**src/rtl/cc_pkg.sv**
```systemverilog
// Shared widths and request/response types for the cache tag lookup stage.
package cc_pkg;

    localparam int TAG_W  = 17;
    localparam int IDX_W  = 9;
    localparam int OFF_W  = 6;
    localparam int LINE_W = 512;
    localparam int SETS   = 1 << IDX_W;

    typedef struct packed {
        logic [TAG_W-1:0] tag;
        logic [IDX_W-1:0] index;
        logic [OFF_W-1:0] offset;
    } req_t;

    typedef struct packed {
        logic [LINE_W-1:0] line;
        logic [OFF_W-1:0]  offset;
    } hit_data_t;

endpackage

```
**src/rtl/cc_valid_array.sv**
```systemverilog
// Per-set valid bits: set by line fills, cleared only by reset, read combinationally.
module cc_valid_array
    import cc_pkg::*;
(
    input  logic             clk,
    input  logic             rst,
    input  logic             set_en,
    input  logic [IDX_W-1:0] set_idx,
    input  logic [IDX_W-1:0] rd_idx,
    output logic             rd_valid
);

    logic [SETS-1:0] valid_q;

    always_ff @(posedge clk or posedge rst) begin
        if (rst)
            valid_q <= '0;
        else if (set_en)
            valid_q[set_idx] <= 1'b1;
    end

    assign rd_valid = valid_q[rd_idx];

endmodule

```
**src/rtl/cc_tag_lookup.sv**
```systemverilog
// Non-stalling 3-stage tag lookup: S0 reads tags, S1 decides hit/miss and
// pushes flag/miss FIFOs, S2 pushes the hit line. Fills update tags and valid bits.
module cc_tag_lookup
    import cc_pkg::*;
(
    input  logic                    clk,
    input  logic                    rst,
    input  logic                    hs_pulse_i,
    input  logic [TAG_W-1:0]        tag_i,
    input  logic [IDX_W-1:0]        index_i,
    input  logic [OFF_W-1:0]        offset_i,
    output logic                    tag_rden_o,
    output logic [IDX_W-1:0]        tag_raddr_o,
    input  logic [TAG_W-1:0]        tag_rdata_i,
    output logic                    tag_wren_o,
    output logic [IDX_W-1:0]        tag_waddr_o,
    output logic [TAG_W-1:0]        tag_wdata_o,
    output logic                    data_rden_o,
    output logic [IDX_W-1:0]        data_raddr_o,
    input  logic [LINE_W-1:0]       data_rdata_i,
    input  logic                    fill_valid_i,
    input  logic [IDX_W-1:0]        fill_index_i,
    input  logic [TAG_W-1:0]        fill_tag_i,
    output logic                    hit_flag_fifo_wren_o,
    output logic                    hit_flag_fifo_wdata_o,
    output logic                    hit_data_fifo_wren_o,
    output logic [LINE_W+OFF_W-1:0] hit_data_fifo_wdata_o,
    output logic                    miss_addr_fifo_wren_o,
    output logic [31:0]             miss_addr_fifo_wdata_o,
    output logic                    miss_req_fifo_wren_o,
    output logic [31:0]             miss_req_fifo_wdata_o
);

    if (TAG_W + IDX_W + OFF_W != 32) begin : g_width_chk
        $error("cc_tag_lookup: TAG_W+IDX_W+OFF_W must equal 32");
    end

    logic             req_en, fill_en;
    logic [2:1]       vld_pipe;
    req_t             s1_req;
    logic             s1_byp;
    logic [TAG_W-1:0] s1_byp_tag;
    logic [OFF_W-1:0] s2_off;
    logic             s1_vbit, cmp_valid, hit, miss;
    logic [TAG_W-1:0] cmp_tag;
    hit_data_t        hit_data;

    // Inputs seen while reset is high must not reach the SRAMs or outputs.
    assign req_en  = hs_pulse_i & ~rst;
    assign fill_en = fill_valid_i & ~rst;

    assign tag_rden_o  = req_en;
    assign tag_raddr_o = req_en ? index_i : '0;
    assign tag_wren_o  = fill_en;
    assign tag_waddr_o = fill_en ? fill_index_i : '0;
    assign tag_wdata_o = fill_en ? fill_tag_i : '0;

    cc_valid_array u_valid (
        .clk      (clk),
        .rst      (rst),
        .set_en   (fill_en),
        .set_idx  (fill_index_i),
        .rd_idx   (s1_req.index),
        .rd_valid (s1_vbit)
    );

    // The newest fill to this set wins: this cycle's fill, then the one
    // captured alongside the request, then the SRAM/valid-array contents.
    always_comb begin
        cmp_tag   = tag_rdata_i;
        cmp_valid = s1_vbit;
        if (s1_byp) begin
            cmp_tag   = s1_byp_tag;
            cmp_valid = 1'b1;
        end
        if (fill_en && fill_index_i == s1_req.index) begin
            cmp_tag   = fill_tag_i;
            cmp_valid = 1'b1;
        end
        hit  = vld_pipe[1] & cmp_valid & (cmp_tag == s1_req.tag);
        miss = vld_pipe[1] & ~hit;
    end

    always_ff @(posedge clk or posedge rst) begin
        if (rst) begin
            vld_pipe   <= '0;
            s1_req     <= '0;
            s1_byp     <= 1'b0;
            s1_byp_tag <= '0;
            s2_off     <= '0;
        end else begin
            vld_pipe[1] <= req_en;
            vld_pipe[2] <= hit;
            if (req_en) begin
                s1_req     <= '{tag: tag_i, index: index_i, offset: offset_i};
                s1_byp     <= fill_en && (fill_index_i == index_i);
                s1_byp_tag <= fill_tag_i;
            end
            if (hit)
                s2_off <= s1_req.offset;
        end
    end

    assign hit_flag_fifo_wren_o   = vld_pipe[1];
    assign hit_flag_fifo_wdata_o  = hit;
    assign miss_addr_fifo_wren_o  = miss;
    assign miss_addr_fifo_wdata_o = miss ? s1_req : '0;
    assign miss_req_fifo_wren_o   = miss;
    assign miss_req_fifo_wdata_o  = miss ? {s1_req.tag, s1_req.index, {OFF_W{1'b0}}} : '0;
    assign data_rden_o            = hit;
    assign data_raddr_o           = hit ? s1_req.index : '0;

    assign hit_data              = '{line: data_rdata_i, offset: s2_off};
    assign hit_data_fifo_wren_o  = vld_pipe[2];
    assign hit_data_fifo_wdata_o = vld_pipe[2] ? hit_data : '0;

endmodule

```
**config.mk**
```make
export PLATFORM = sky130hd
export DESIGN_NAME = cc_tag_lookup
export DESIGN_NICKNAME = d
export VERILOG_FILES = /design/src/rtl/cc_pkg.sv /design/src/rtl/cc_valid_array.sv /design/src/rtl/cc_tag_lookup.sv
export SDC_FILE = /design/constraint.sdc
export NUM_CORES = 1
export LEC_CHECK = 0
export ABC_CLOCK_PERIOD_IN_PS = 17750
export BUFFER_PORTS_ARGS = -buffer_cell sky130_fd_sc_hd__buf_2
export CAP_MARGIN = 10
export CORE_AREA = 8 8 476 478
export CTS_CLUSTER_DIAMETER = 40
export DETAILED_ROUTE_END_ITERATION = 6
export DIE_AREA = 0 0 484 486
export SLEW_MARGIN = 20
export SYNTH_ARGS = -nofsm -noshare
export SYNTH_HDL_FRONTEND = slang
export SYNTH_SLANG_ARGS = --single-unit
```
**constraint.sdc**
```tcl
create_clock -name clk -period 17.75 [get_ports clk]
set_input_delay 2.6625 -clock clk [delete_from_list [all_inputs] [get_ports clk]]
set_output_delay 2.6625 -clock clk [all_outputs]
set_load 0.02 [all_outputs]
```
# Word level (Yosys, flattened, before mapping)
# Cells that the tools add are included.
# W data, S select, Z words.
dict set report totals {
  mem_bits_rw 0
  output_inout_bits 634
  in_bits 591
  mem_count 0
  ff_bits 570
  mem_bits_ro 0
  latch_bits 0
}
dict set report classes {
  magnitude_cmp 3
  shifts 0
  reduce_logical 3
  n_addsub 0
  div 0
  n_mux 15
  mul 0
  n_eq_ne 3
  bitwise_logic 8
}
# operator count
set ops {}
lappend ops {{$mux W518} 1}
lappend ops {{$or A512 B512 Y512} 1}
lappend ops {{$mux W32} 2}
lappend ops {{$mux W17} 3}
lappend ops {{$mux W9} 3}
lappend ops {{$lt A9 B10 Y1 const B} 2}
lappend ops {{$eq A9 B9 Y1} 2}
lappend ops {{$eq A17 B17 Y1} 1}
lappend ops {{$bmux W1 S9} 1}
lappend ops {{$demux W1 S9} 1}
lappend ops {{$ge A9 B1 Y1 const B} 1}
lappend ops {{$and A1 B1 Y1} 5}
lappend ops {{$mux W1} 4}
lappend ops {{$logic_and A1 B1 Y1} 3}
lappend ops {{$not A1 Y1} 2}

# Logic depth before layout (Yosys ltp)
# Gate-level depths: netlist (run 1).
dict set report depth {
  depth_word 9
  mapped_depth 15
  mapped_depth_nobuf 9
}

# Cells and area by module
# From an unflattened synthesis (run 1), not the netlist that was laid out.
dict set report unflattened {
  hier_cells 2593
  hier_area_um2 29361.9
}
# mod cells_each instances area_each_um2
set modules_own_cells {}
lappend modules_own_cells {cc_valid_array 1643 1 22029.9}
lappend modules_own_cells {cc_tag_lookup 950 1 7332.0}

# Worst setup path before layout (run 1)
# OpenSTA, ideal clock, no wires.
dict set report synth_path {
  kind {input port to output port}
  startpoint {input fill_index_i[1]}
  endpoint {output miss_req_fifo_wdata_o[22]}
  slack_ps 9889
  arrival_time_ps 5199
  t_required_ps 15087
  path_stages 14
  path_cell_list {buf_2 > xnor2_1 > and2_1 > nand3_2 > buf_6 > buf_6 > mux2i_1 > xor2_1 > nand4_1 > o41ai_2 > o31ai_4 > buf_6 > and2_1 > buf_4}
}
dict set report synth_via {
  elab_chain_len 8
  word_cells_on_any_way 10
}
# item line
set synth_lines {}
lappend synth_lines {{start: declaration} cc_tag_lookup.sv:22} ;# input logic [IDX_W-1:0] fill_index_i,
lappend synth_lines {{$eq A9 B9 Y1 *} cc_tag_lookup.sv:76} ;# if (fill_en && fill_index_i == s1_req.index) begin
lappend synth_lines {{$logic_and A1 B1 Y1 *} cc_tag_lookup.sv:76}
lappend synth_lines {{$mux W17 or $mux W1 (tied branches)} cc_tag_lookup.sv:76}
lappend synth_lines {{$eq A17 B17 Y1 or $and A1 B1 Y1 (tied branches)} cc_tag_lookup.sv:80} ;# hit = vld_pipe[1] & cmp_valid & (cmp_tag == s1_req.tag);
lappend synth_lines {{$and A1 B1 Y1 *} cc_tag_lookup.sv:80}
lappend synth_lines {{$not A1 Y1 *} cc_tag_lookup.sv:81} ;# miss = vld_pipe[1] & ~hit;
lappend synth_lines {{$and A1 B1 Y1 *} cc_tag_lookup.sv:81}
lappend synth_lines {{net miss_addr_fifo_wren_o} cc_tag_lookup.sv:28} ;# output logic miss_addr_fifo_wren_o,
lappend synth_lines {{$mux W32 *} cc_tag_lookup.sv:109} ;# assign miss_req_fifo_wdata_o = miss ? {s1_req.tag, s1_req.index, {OFF_W{1'b0}}} : '0;
lappend synth_lines {{end: declaration} cc_tag_lookup.sv:31} ;# output logic [31:0] miss_req_fifo_wdata_o
# The timed path passes the listed nets; every way through them passes the cells marked *.

# Worst setup path in the final report (run 1)
dict set report layout_path {
  startpoint {register s1_req[6] in the netlist's numbering}
  endpoint {output miss_addr_fifo_wdata_o[31]}
}
dict set report layout_via {
  elab_chain_len 9
  word_cells_on_any_way 13
}
# item line
set layout_lines {}
lappend layout_lines {{start: declaration} cc_tag_lookup.sv:40} ;# req_t s1_req;
lappend layout_lines {{start signal: assignment} cc_tag_lookup.sv:95} ;# s1_req <= '{tag: tag_i, index: index_i, offset: offset_i};
lappend layout_lines {{$bmux W1 S9} cc_valid_array.sv:22} ;# assign rd_valid = valid_q[rd_idx];
lappend layout_lines {{$mux W1 (not written as such)} cc_valid_array.sv:22}
lappend layout_lines {{$mux W1} cc_tag_lookup.sv:72} ;# if (s1_byp) begin
lappend layout_lines {{$mux W1} cc_tag_lookup.sv:76}
lappend layout_lines {{$and A1 B1 Y1} cc_tag_lookup.sv:80}
lappend layout_lines {{$and A1 B1 Y1 *} cc_tag_lookup.sv:80}
lappend layout_lines {{$not A1 Y1 *} cc_tag_lookup.sv:81}
lappend layout_lines {{$and A1 B1 Y1 *} cc_tag_lookup.sv:81}
lappend layout_lines {{$mux W32 *} cc_tag_lookup.sv:107} ;# assign miss_addr_fifo_wdata_o = miss ? s1_req : '0;
lappend layout_lines {{end: declaration} cc_tag_lookup.sv:29} ;# output logic [31:0] miss_addr_fifo_wdata_o,
# Mark *: on every way between the ends. The rest lies on a longest branch, timed or not. The select of a mux whose other input is x is not followed.

==> results of run 1 <==
[layout make-up]
class	count	area, um2	share of cell area (%)
Antenna cell	68	170	0.410
Clock buffer	103	2340	5.63
Clock inverter	60	767	1.85
Inverter	8	33.8	0.0814
Multi-Input combinational cell	1747	13900	33.4
Sequential cell	570	14300	34.4
Tap cell	2871	3590	8.65
Timing Repair Buffer	1260	6460	15.6
[cells in the final DEF, fill, tap and decap left out, drive strengths merged, types with 26 or more instances in the layout]
cell	synthesis	routed
mux2	75	75
and2	599	599
clkbuf	169	103
a21o	192	192
a22oi	26	26
nand3	33	33
mux4	95	95
diode	0	68
o21bai	324	324
buf	89	1260
nor2	39	39
mux2i	101	101
dfrtp	570	570
nand2	66	66
[worst min-delay path by stage]
stage	endpoint	cells past startpoint	from	slack (ns)
floorplan	u_valid.valid_q[214]$_DFFE_PP0P_	1	u_valid.valid_q[214]$_DFFE_PP0P_	0.42
global placement	u_valid.valid_q[413]$_DFFE_PP0P_	1	u_valid.valid_q[413]$_DFFE_PP0P_	0.43
detailed placement	u_valid.valid_q[369]$_DFFE_PP0P_	1	u_valid.valid_q[369]$_DFFE_PP0P_	0.44
CTS	u_valid.valid_q[238]$_DFFE_PP0P_	1	u_valid.valid_q[238]$_DFFE_PP0P_	0.45
global route	u_valid.valid_q[374]$_DFFE_PP0P_	1	u_valid.valid_q[374]$_DFFE_PP0P_	0.46
finish	u_valid.valid_q[373]$_DFFE_PP0P_	1	u_valid.valid_q[373]$_DFFE_PP0P_	0.45
[registers in the layout, indices dropped and copies added (netlist names)]
signal and flops:
s1_byp_tag 17, vld_pipe 2, s2_off 6, s1_byp 1, u_valid.valid_q 512, s1_req 32
[per-layer routing]
layer | GRT usage (%) | routed length [um] | vias to the layer above
met5 | 0 | 391 | -
met4 | 2.70 | 4030 | 54
met3 | 4.12 | 15700 | 285
met2 | 32.9 | 115000 | 1460
met1 | 25.7 | 104000 | 14300
li1 | - | - | 11200
[power by group through the flow]
stage               combinational [mW]  clock, mW  sequential, mW
global placement                 0.485          0            1.42
finish                           0.489       1.81            1.40
floorplan                        0.295          0            1.39
detailed placement               0.489          0            1.43
global route                     0.518       1.89            1.41
CTS                              0.492       1.83            1.40
[cell families (layout without fill, tap and decap cells)]
group / Yosys count / count (layout) / share of synthesized area [%]
and+or+nand+nor: 833 / 833 / 16.8
AOI/OAI and AO/OA: 606 / 606 / 15.5
DFF: 570 / 570 / 48.6
muxes: 271 / 271 / 13.7
buffers and inverters: 266 / 1431 / 4.39
xor gates and xnor gates: 31 / 31 / 0.951
other: 1 / 74 / 0.0128
[worst register-to-register path, delay by kind of cell (launching register included)]
family	cells	cell delay, ns
buffers and inverters	3	1.83
muxes	2	0.98
DFF	1	0.79
and+or+nand+nor	3	1.17
AOI/OAI and AO/OA	2	0.54
==> results.yml, run 1 <==
outcome:
  outcome: "finished, final reports clean"
place:
  routabilityCongestion: 1.01
  numPlacedInstances: 6455
  placed_area_um2: 38200
  port_buffers: 1218
  detailedPlace.worstSlack_ns: 8.89
  hpwlAfterDp_um: 203000
global_routing:
  grt_max_degree: 192
  number_of_global_route_vias_before_repair: 27200
  grt_antenna_before_repair: 130
  globalRouteTotalUtil_pct: 19.3
  wire_length_of_the_first_global_routing_pass_um: 303000
  total_congestion_overflow: 0
floorplanning:
  die_w_um: 484
  boundaryPins: 1225
  die_area_um2: 235000
  placementRows: 172
  initial_core_util_pct: 13.4
  die_height_um: 486
  placeableCoreArea_um2: 219000
worst_setup_path:
  buffers_and_inverters_on_the_worst_path: 4
  critPathKind: "reg2out"
  cp.required_ns: 15.09
  worst-r2r-setup-slack_ns: 12.33
  cp-start-kind: "register"
  cell_family_with_the_largest_share_of_critical_path_delay: "buffers and inverters"
  crit_path_frequent_cell: "buf_4"
  worstPathCellList: "buf_4, buf_4, mux4_2, a311oi_1, nand4_1, nor4_1, nor3_1, o31ai_4, buf_6, and2_1, buf_2"
  crit_end: "miss_addr_fifo_wdata_o[31]"
  cpMaxStageDelayCell: "dfrtp_4"
  startpoint: "s1_req[6]$_DFFE_PP0P_"
  critical_path.max_fanout: 40
  timing.rr.end: "s2_off[3]$_DFFE_PP0P_"
  worst_path_max_stage_delay_ns: 0.79
  worst_setup_path_end_kind: "output port"
  cp.arrival_ns: 6.36
  worst_r2r_startpoint: "s1_req[6]$_DFFE_PP0P_"
  worstSetupPathDepth: 11
  worst-r2r-cell-count: 10
route:
  drt_first_pass_iters: 5
  routed_wire_length_per_instance_um: 35.8
  drtAntennaViolNets: 0
  detailedRoute.firstIterationViolations: 2370
  drcViolationCount: 0
  route.final.wire_length_um: 239000
  routed_via_density: 4.08
  vias: 27300
synth:
  cell_area_after_synthesis_um2: 29300
  number_of_distinct_standard_cells_referenced_by_the_synthesized_netlist: 63
  synth-async-reset-ratio_pct: 100
  yosys.cell_count.top_type: "and2_1"
  post-synth-top-area-fraction_pct: 48.6
  synth-seq-area-share_pct: 48.6
  ys.flop_type: "dfrtp_1"
  synth.avg_cell_area_um2: 11.4
  post_synth_main_area_contributors: "dfrtp_1, and2_1, o21bai_1"
  synth-edff-count: 0
  post_synth_most_frequent_cells: "and2_1, dfrtp_1, o21bai_1"
  postSynthCellCount: 2578
  synth.yosys.warnings: 0
  synth.ff_latch_count: 570
  synthDominantAreaCellType: "dfrtp_1"
timing:
  fraction_of_the_cycle_the_final_worst_path_needs_pct: 50.8
  finalHoldViolCount: 0
  hold_slack_ns: 0.448
  totalNegativeSetupSlack_ns: 0
  worst-slew-pin-transition_ns: 1.22
  setup_violations: 0
  fin_ws_ns: 8.73
  clock-skew-final_ns: 0.0293
  max_freq_mhz: 111
  relSlewSlack_pct: 18.2
  slew_violations: 0
  fin_crit_ns: 9.02
  setup_repair_after_global_routing_missed_its_margin: "false"
cells_and_area:
  fillers: 24200
  flow.area_growth_from_synthesis_pct: 41.5
  drive_gt1_share_pct: 43.3
  finalNonFillerCells: 6687
  fin_util_pct: 19.0
  final_nets: 4266
  layout.cell_area.non_filler_um2: 41500
clock_tree:
  cts.htree.levels: 3
  hold_buffers: 0
  worst_skew_pair.late_latency_ns: 0.65
  clkSlewWorstSetupHoldPaths_ns: 0.06
  count_of_instances_resized_after_the_clock_tree_is_built: 0
  post-cts-setup-buffers: 0
  clkSinkCount: 570
  root_buffer: "clkbuf_16"
  tritoncts_clock_tree: "yes"
  cts_inserted_buffers: 88
  clk_path_buf_depth: 3
power_and_ir_drop:
  p_sw_share_pct: 27.8
  clockPowerShare_pct: 48.9
  report.power.total_mw: 3.70
  power.net_switching_mw: 1.03
  worst_ir_drop_vdd_mv: 0.0702
  p_int_mw: 2.67
  cellPowerDensity_nw_per_um2: 89.2
  comb_power_share_pct: 13.2
  share_seq_of_total_power_pct: 37.9
  total_leakage_power_nw: 22.0
hold_path:
  min-delay-path-class: "reg2reg"
flow_run:
  cap_violations: 0
Power figures use the tool's default switching activity.
==> run 2, diff against run 1 <==
ABC_CLOCK_PERIOD_IN_PS = 8750   (was 17750)
CORE_AREA = 8 8 465 467   (was 8 8 476 478)
DIE_AREA = 0 0 473 475   (was 0 0 484 486)
clock period = 8.75 ns   (was 17.75 ns; I/O delays follow)
==> run 2 against run 1 <==
  * Core utilization increased by 0.98 points
  * Design area is 0.30% higher
  * Sequential share of layout area decreased by 0.10 points
  * Wire length up 1.4%
  * Global-route usage is 1.2 points higher
  * Largest power group unchanged
  * First-iteration DRC count increased by 8.8%
  * Flip-flop and latch count stayed put
  * Worst setup slack lost 7.0 ns
==> results.yml, run 2 (synthesis results as in run 1) <==
global_routing:
  number_of_global_route_vias_before_repair: 27100
  grt_antenna_before_repair: 150
  grt_max_degree: 185
  wire_length_of_the_first_global_routing_pass_um: 303000
  total_congestion_overflow: 0
  globalRouteTotalUtil_pct: 20.4
route:
  routed_length_on_met1_um: 103000
  routed_via_density: 4.03
  vias: 26800
  drtAntennaViolNets: 0
  routed_wire_length_per_instance_um: 36.5
  drt_first_pass_iters: 5
  route.final.wire_length_um: 243000
  met2WireLength_um: 118000
  route.top_layer_used: "met5"
  detailedRoute.firstIterationViolations: 2579
  routed-wl-met3_um: 15200
  drcViolationCount: 0
clock_tree:
  worst_skew_pair.late_latency_ns: 0.64
  tritoncts_clock_tree: "yes"
  clkSinkCount: 570
  clk_path_buf_depth: 3
  cts_inserted_buffers: 89
  count_of_instances_resized_after_the_clock_tree_is_built: 0
  post-cts-setup-buffers: 0
  cts.htree.levels: 3
  hold_buffers: 0
  root_buffer: "clkbuf_16"
  clkSlewWorstSetupHoldPaths_ns: 0.05
power_and_ir_drop:
  comb_power_share_pct: 12.6
  p_int_mw: 5.43
  power.net_switching_mw: 2.09
  share_seq_of_total_power_pct: 37.8
  total_leakage_power_nw: 22.0
  clockPowerShare_pct: 49.5
  cellPowerDensity_nw_per_um2: 181
  worst_ir_drop_vdd_mv: 0.138
  p_sw_share_pct: 27.8
cells_and_area:
  drive_gt1_share_pct: 43.6
  layout.cells.most_common: "buf_2"
  max_ffs_per_register: 512
  top_regs: "u_valid.valid_q: 512 flops, s1_req: 32 flops, s1_byp_tag: 17 flops"
  finalNonFillerCells: 6651
  fillers: 23200
  final_nets: 4266
  fin_util_pct: 20.0
  commonest_non_fill_non_tap_cells_in_the_layout: "buf_2, and2_1, dfrtp_1"
  top_register: "u_valid.valid_q"
  flow.area_growth_from_synthesis_pct: 42.0
floorplanning:
  die_w_um: 473
  die_height_um: 475
  placementRows: 168
  initial_core_util_pct: 14.1
  die_area_um2: 225000
  boundaryPins: 1225
  placeableCoreArea_um2: 209000
timing:
  setup_violations: 0
  worst-slew-pin-transition_ns: 1.17
  max_freq_mhz: 142
  fin_crit_ns: 7.05
  totalNegativeSetupSlack_ns: 0
  finalHoldViolCount: 0
  clock-skew-final_ns: 0.0270
  fraction_of_the_cycle_the_final_worst_path_needs_pct: 80.6
  setup_repair_after_global_routing_missed_its_margin: "false"
  hold_slack_ns: 0.448
  relSlewSlack_pct: 21.6
  fin_ws_ns: 1.70
  slew_violations: 0
place:
  hpwlAfterDp_um: 206000
  numPlacedInstances: 6388
  routabilityCongestion: 0.992
  detailedPlace.worstSlack_ns: 1.92
  port_buffers: 1218
worst_setup_path:
  worst_r2r_startpoint: "s1_req[8]$_DFFE_PP0P_"
  cpMaxStageDelayCell: "o31ai_4"
  cp-start-kind: "register"
  timing.rr.end: "s2_off[0]$_DFFE_PP0P_"
  worst_setup_path_end_kind: "output port"
  cp.required_ns: 7.44
  worst-r2r-setup-slack_ns: 3.66
  worst_path_max_stage_delay_ns: 0.95
  critPathKind: "reg2out"
  critical_path.max_fanout: 34
  cp.arrival_ns: 5.74
  worst-r2r-cell-count: 11
  worstPathCellList: "buf_4, mux4_2, a311oi_1, nand4_1, nor4_1, nor3_1, o31ai_4, and2_1, buf_2"
hold_path:
  hold_path_depth: 1
  min-delay-path-class: "reg2reg"
  timing.hold.worst.start: "u_valid.valid_q[435]$_DFFE_PP0P_"
  min_delay_worst_endpoint: "u_valid.valid_q[435]$_DFFE_PP0P_"
outcome:
  outcome: "finished, final reports clean"
flow_run:
  cap_violations: 0
run 2: power groups by stage:
stage | Combinational, mW | Sequential [mW] | Clock [mW]
after global routing | 1.01 | 2.86 | 3.90
after detailed placement | 0.953 | 2.89 | 0
after global placement | 0.943 | 2.89 | 0
after CTS | 0.956 | 2.85 | 3.77
after floorplan | 0.599 | 2.82 | 0
final | 0.951 | 2.85 | 3.72
run 2: area by class of cell:
class | instances | area, um2 | share of cell area, %
flip-flops and latches | 570 | 14300 | 34.3
multi-input cells | 1747 | 13900 | 33.4
repair buffers | 1259 | 6490 | 15.6
well taps | 2805 | 3510 | 8.43
clock buffers | 103 | 2350 | 5.64
clock inverters | 65 | 865 | 2.08
diodes | 94 | 235 | 0.565
inverters | 8 | 33.8 | 0.0811
run 2: critical path, delay by kind of cell, from the launching register on:
kind	cells	cell delay, ns
and+or+nand+nor	4	1.56
AOI/OAI and AO/OA	2	1.23
DFF	1	0.90
buffers and inverters	2	0.80
muxes	1	0.56
run 2: worst max-delay path by stage:
stage / cells after the start / to / startpoint / slack, ns
floorplan: 1 / s1_byp$_DFFE_PP0P_ / rst / -0.33
global placement: 12 / hit_flag_fifo_wdata_o / fill_valid_i / 1.91
detailed placement: 12 / hit_flag_fifo_wdata_o / fill_valid_i / 1.92
CTS: 9 / miss_req_fifo_wdata_o[15] / s1_req[6]$_DFFE_PP0P_ / 1.56
global route: 9 / miss_addr_fifo_wdata_o[15] / s1_req[6]$_DFFE_PP0P_ / 1.42
finish: 9 / miss_req_fifo_wdata_o[15] / s1_req[6]$_DFFE_PP0P_ / 1.70
run 2: metrics by stage:
step                      area [um2]  power (mW)
after floorplan                29400        3.42
after global placement         38100        3.83
after detailed placement       38200        3.84
after CTS                      41400        7.58
after global routing           41600        7.76
final                          41600        7.52
run 2: per-layer routing:
metal  vias up  global-route usage, %
met2      1371                   34.9
met5         -                      0
met1     13900                   26.2
met4        62                   4.93
li1      11200                      -
met3       263                   4.70
==> run 3, diff against run 2 <==
ABC_AREA = 1   (was unset)
ABC_CLOCK_PERIOD_IN_PS = 5900   (was 8750)
CORE_AREA = 8 8 464 466   (was 8 8 465 467)
DIE_AREA = 0 0 472 474   (was 0 0 473 475)
clock period = 5.9 ns   (was 8.75 ns; I/O delays follow)
==> run 3 against run 2 <==
  * Power is 52% higher
  * Worst hold slack worse by 0.0092 ns
  * Worst setup slack worse by 1.1 ns
  * Final cell count is 21% higher
  * Sequential power is 46% higher
  * Die area is 0.42% lower
  * Area after synthesis is 3.3% higher
  * First-iteration DRC count is 39% higher
  * Clock power is 52% higher
  * Critical path depth is 7 higher
==> results.yml, run 3 <==
outcome:
  outcome: "finished, final reports clean"
timing:
  hold_slack_ns: 0.439
  relSlewSlack_pct: 23.2
  fin_crit_ns: 5.31
  fraction_of_the_cycle_the_final_worst_path_needs_pct: 90.0
  slew_violations: 0
  setup_repair_after_global_routing_missed_its_margin: "false"
  worst-slew-pin-transition_ns: 1.14
  setup_violations: 0
  clock-skew-final_ns: 0.0540
  finalHoldViolCount: 0
  max_freq_mhz: 188
worst_setup_path:
  worst_setup_path_end_kind: "output port"
  cpMaxStageDelayCell: "dfrtp_4"
  critical_path.max_fanout: 121
  worst_path_max_stage_delay_ns: 0.69
  crit_path_frequent_cell: "nand3_1"
  cp-start-kind: "register"
  worstPathCellList: "buf_12, nand3_1, nand3_1, nand3_1, nand2_1, nand2_1, nand3_1, nand3_1, nand3_1, nand3_1, nand2_1, nand2_2, nand2_4, nand2_8, nor2_2, buf_2"
  cp.required_ns: 5.02
  cell_family_with_the_largest_share_of_critical_path_delay: "simple AND/OR/NAND/NOR gates"
  critPathKind: "reg2out"
  cp.arrival_ns: 4.42
  buffers_and_inverters_on_the_worst_path: 2
clock_tree:
  root_buffer: "clkbuf_16"
  worst_skew_pair.late_latency_ns: 0.66
  post-cts-setup-buffers: 0
  clkSlewWorstSetupHoldPaths_ns: 0.05
  count_of_instances_resized_after_the_clock_tree_is_built: 0
  clkSinkCount: 570
  hold_buffers: 0
  cts.htree.levels: 3
  tritoncts_clock_tree: "yes"
  cts_inserted_buffers: 91
  clk_path_buf_depth: 3
synth:
  synth.ff_latch_count: 570
  synth.avg_cell_area_um2: 7.50
  post_synth_main_area_contributors: "dfrtp_1, nand2_1, o21bai_1"
  ys.flop_type: "dfrtp_1"
  post-synth-top-area-fraction_pct: 47.1
  synth-edff-count: 0
  number_of_distinct_standard_cells_referenced_by_the_synthesized_netlist: 35
  cell_area_after_synthesis_um2: 30300
  synth-async-reset-ratio_pct: 100
  synth-seq-area-share_pct: 47.1
  synthDominantAreaCellType: "dfrtp_1"
  post_synth_most_frequent_cells: "nand2_1, inv_1, dfrtp_1"
  synth.yosys.warnings: 0
  yosys.cell_count.top_type: "nand2_1"
  postSynthCellCount: 4040
route:
  vias: 34700
  route.final.wire_length_um: 298000
  routed_wire_length_per_instance_um: 37.1
  routed_via_density: 4.30
  drcViolationCount: 0
  detailedRoute.firstIterationViolations: 3578
  drt_first_pass_iters: 6
  drtAntennaViolNets: 0
cells_and_area:
  drive_gt1_share_pct: 29.3
  finalNonFillerCells: 8052
  layout.cells.most_common: "nand2_1"
  top_regs: "u_valid.valid_q: 512 flops, s1_req: 32 flops, s1_byp_tag: 17 flops"
  max_ffs_per_register: 512
  final_nets: 5705
  commonest_non_fill_non_tap_cells_in_the_layout: "nand2_1, buf_2, inv_1"
  flow.area_growth_from_synthesis_pct: 41.9
  top_register: "u_valid.valid_q"
  layout.cell_area.non_filler_um2: 43000
flow_run:
  cap_violations: 0
floorplanning:
  die_w_um: 472
  placementRows: 168
  die_height_um: 474
  die_area_um2: 224000
  boundaryPins: 1225
  initial_core_util_pct: 14.6
  placeableCoreArea_um2: 208000
power_and_ir_drop:
  worst_ir_drop_vdd_mv: 0.221
  total_leakage_power_nw: 25.1
  report.power.total_mw: 11.5
  cellPowerDensity_nw_per_um2: 267
place:
  placed_area_um2: 39300
  hpwlAfterDp_um: 252000
  numPlacedInstances: 7739
  routabilityCongestion: 1.09
  port_buffers: 1218
hold_path:
  min-delay-path-class: "in2reg"
global_routing:
  grt_antenna_before_repair: 255
  total_congestion_overflow: 0
  number_of_global_route_vias_before_repair: 33200
  wire_length_of_the_first_global_routing_pass_um: 372000
  grt_max_degree: 187
  globalRouteTotalUtil_pct: 25.3
==> run 3: cell count changes after synthesis, moves of 70 or more <==
cell and change:
mux2i_1 -101, o21ai_0 +97, o21bai_1 +168, and2_1 -599
nand2_1 +1196, nor2_1 +70, a21o_1 -192, inv_1 +617
mux4_2 -95, nand3_1 +445
==> run 3: path summary, 6_finish.rpt <==
path / from / to / slack [ns] / cells after the start
worst max-delay path: s1_req[7]$_DFFE_PP0P_ / miss_req_fifo_wdata_o[29] / 0.59 / 16
worst max register to register: s1_req[7]$_DFFE_PP0P_ / s2_off[3]$_DFFE_PP0P_ / 2.26 / 16
worst min-delay path: offset_i[4] / s1_req[4]$_DFFE_PP0P_ / 0.44 / 3
max in group asynchronous: rst / u_valid.valid_q[42]$_DFFE_PP0P_ / 3.17 / 6
min in group asynchronous: rst / u_valid.valid_q[344]$_DFFE_PP0P_ / 0.58 / 3
worst min register to register: u_valid.valid_q[16]$_DFFE_PP0P_ / u_valid.valid_q[16]$_DFFE_PP0P_ / 0.45 / 2
==> run 3: stage by stage <==
stage	setup TNS (ns)	util (%)	setup slack (ns)
final	0	20.7	0.593
after global routing	0	20.6	0.481
after CTS	0	20.5	0.674
after detailed placement	0	18.9	1.24
after global placement	0	18.9	1.25
after floorplan	-5501.03	-	-7.26
==> run 3: layer usage <==
| layer | track usage, % | part of all wire, % | vias to the layer above |
|---|---|---|---|
| li1 | - | - | 14800 |
| met1 | 30.5 | 39 | 17300 |
| met2 | 44.5 | 49 | 1938 |
| met3 | 5.06 | 6.6 | 493 |
| met4 | 9.12 | 4.6 | 72 |
| met5 | 0 | 0.17 | - |
==> run 3: worst min-delay path, cell delays in order <==
cell,delay [ns]
buf_2,0.08
nand2_1,0.04
o21ai_0,0.06
==> run 3: cell families after synthesis <==
group	share of synthesized area, %
buf+inv	12.4
simple gates	25.7
xor+xnor	0.0867
other cells	0.0124
flops	47.1
compound gates	14.7
mux	0.0372
==> run 3: power by group <==
part | internal [mW] | switching (mW) | total, mW
sequential | 4.05 | 0.105 | 4.15
clock | 3.56 | 2.11 | 5.67
combinational | 0.501 | 1.14 | 1.64
==> run 3: cell type report <==
type	count	area, um2
multi-input combinational	2532	12500
timing repair buffer	1284	6820
clock buffer	106	2450
tap	2720	3400
sequential	570	14300
clock inverter	62	825
fill	23600	165000
inverter	635	2400
antenna	143	358
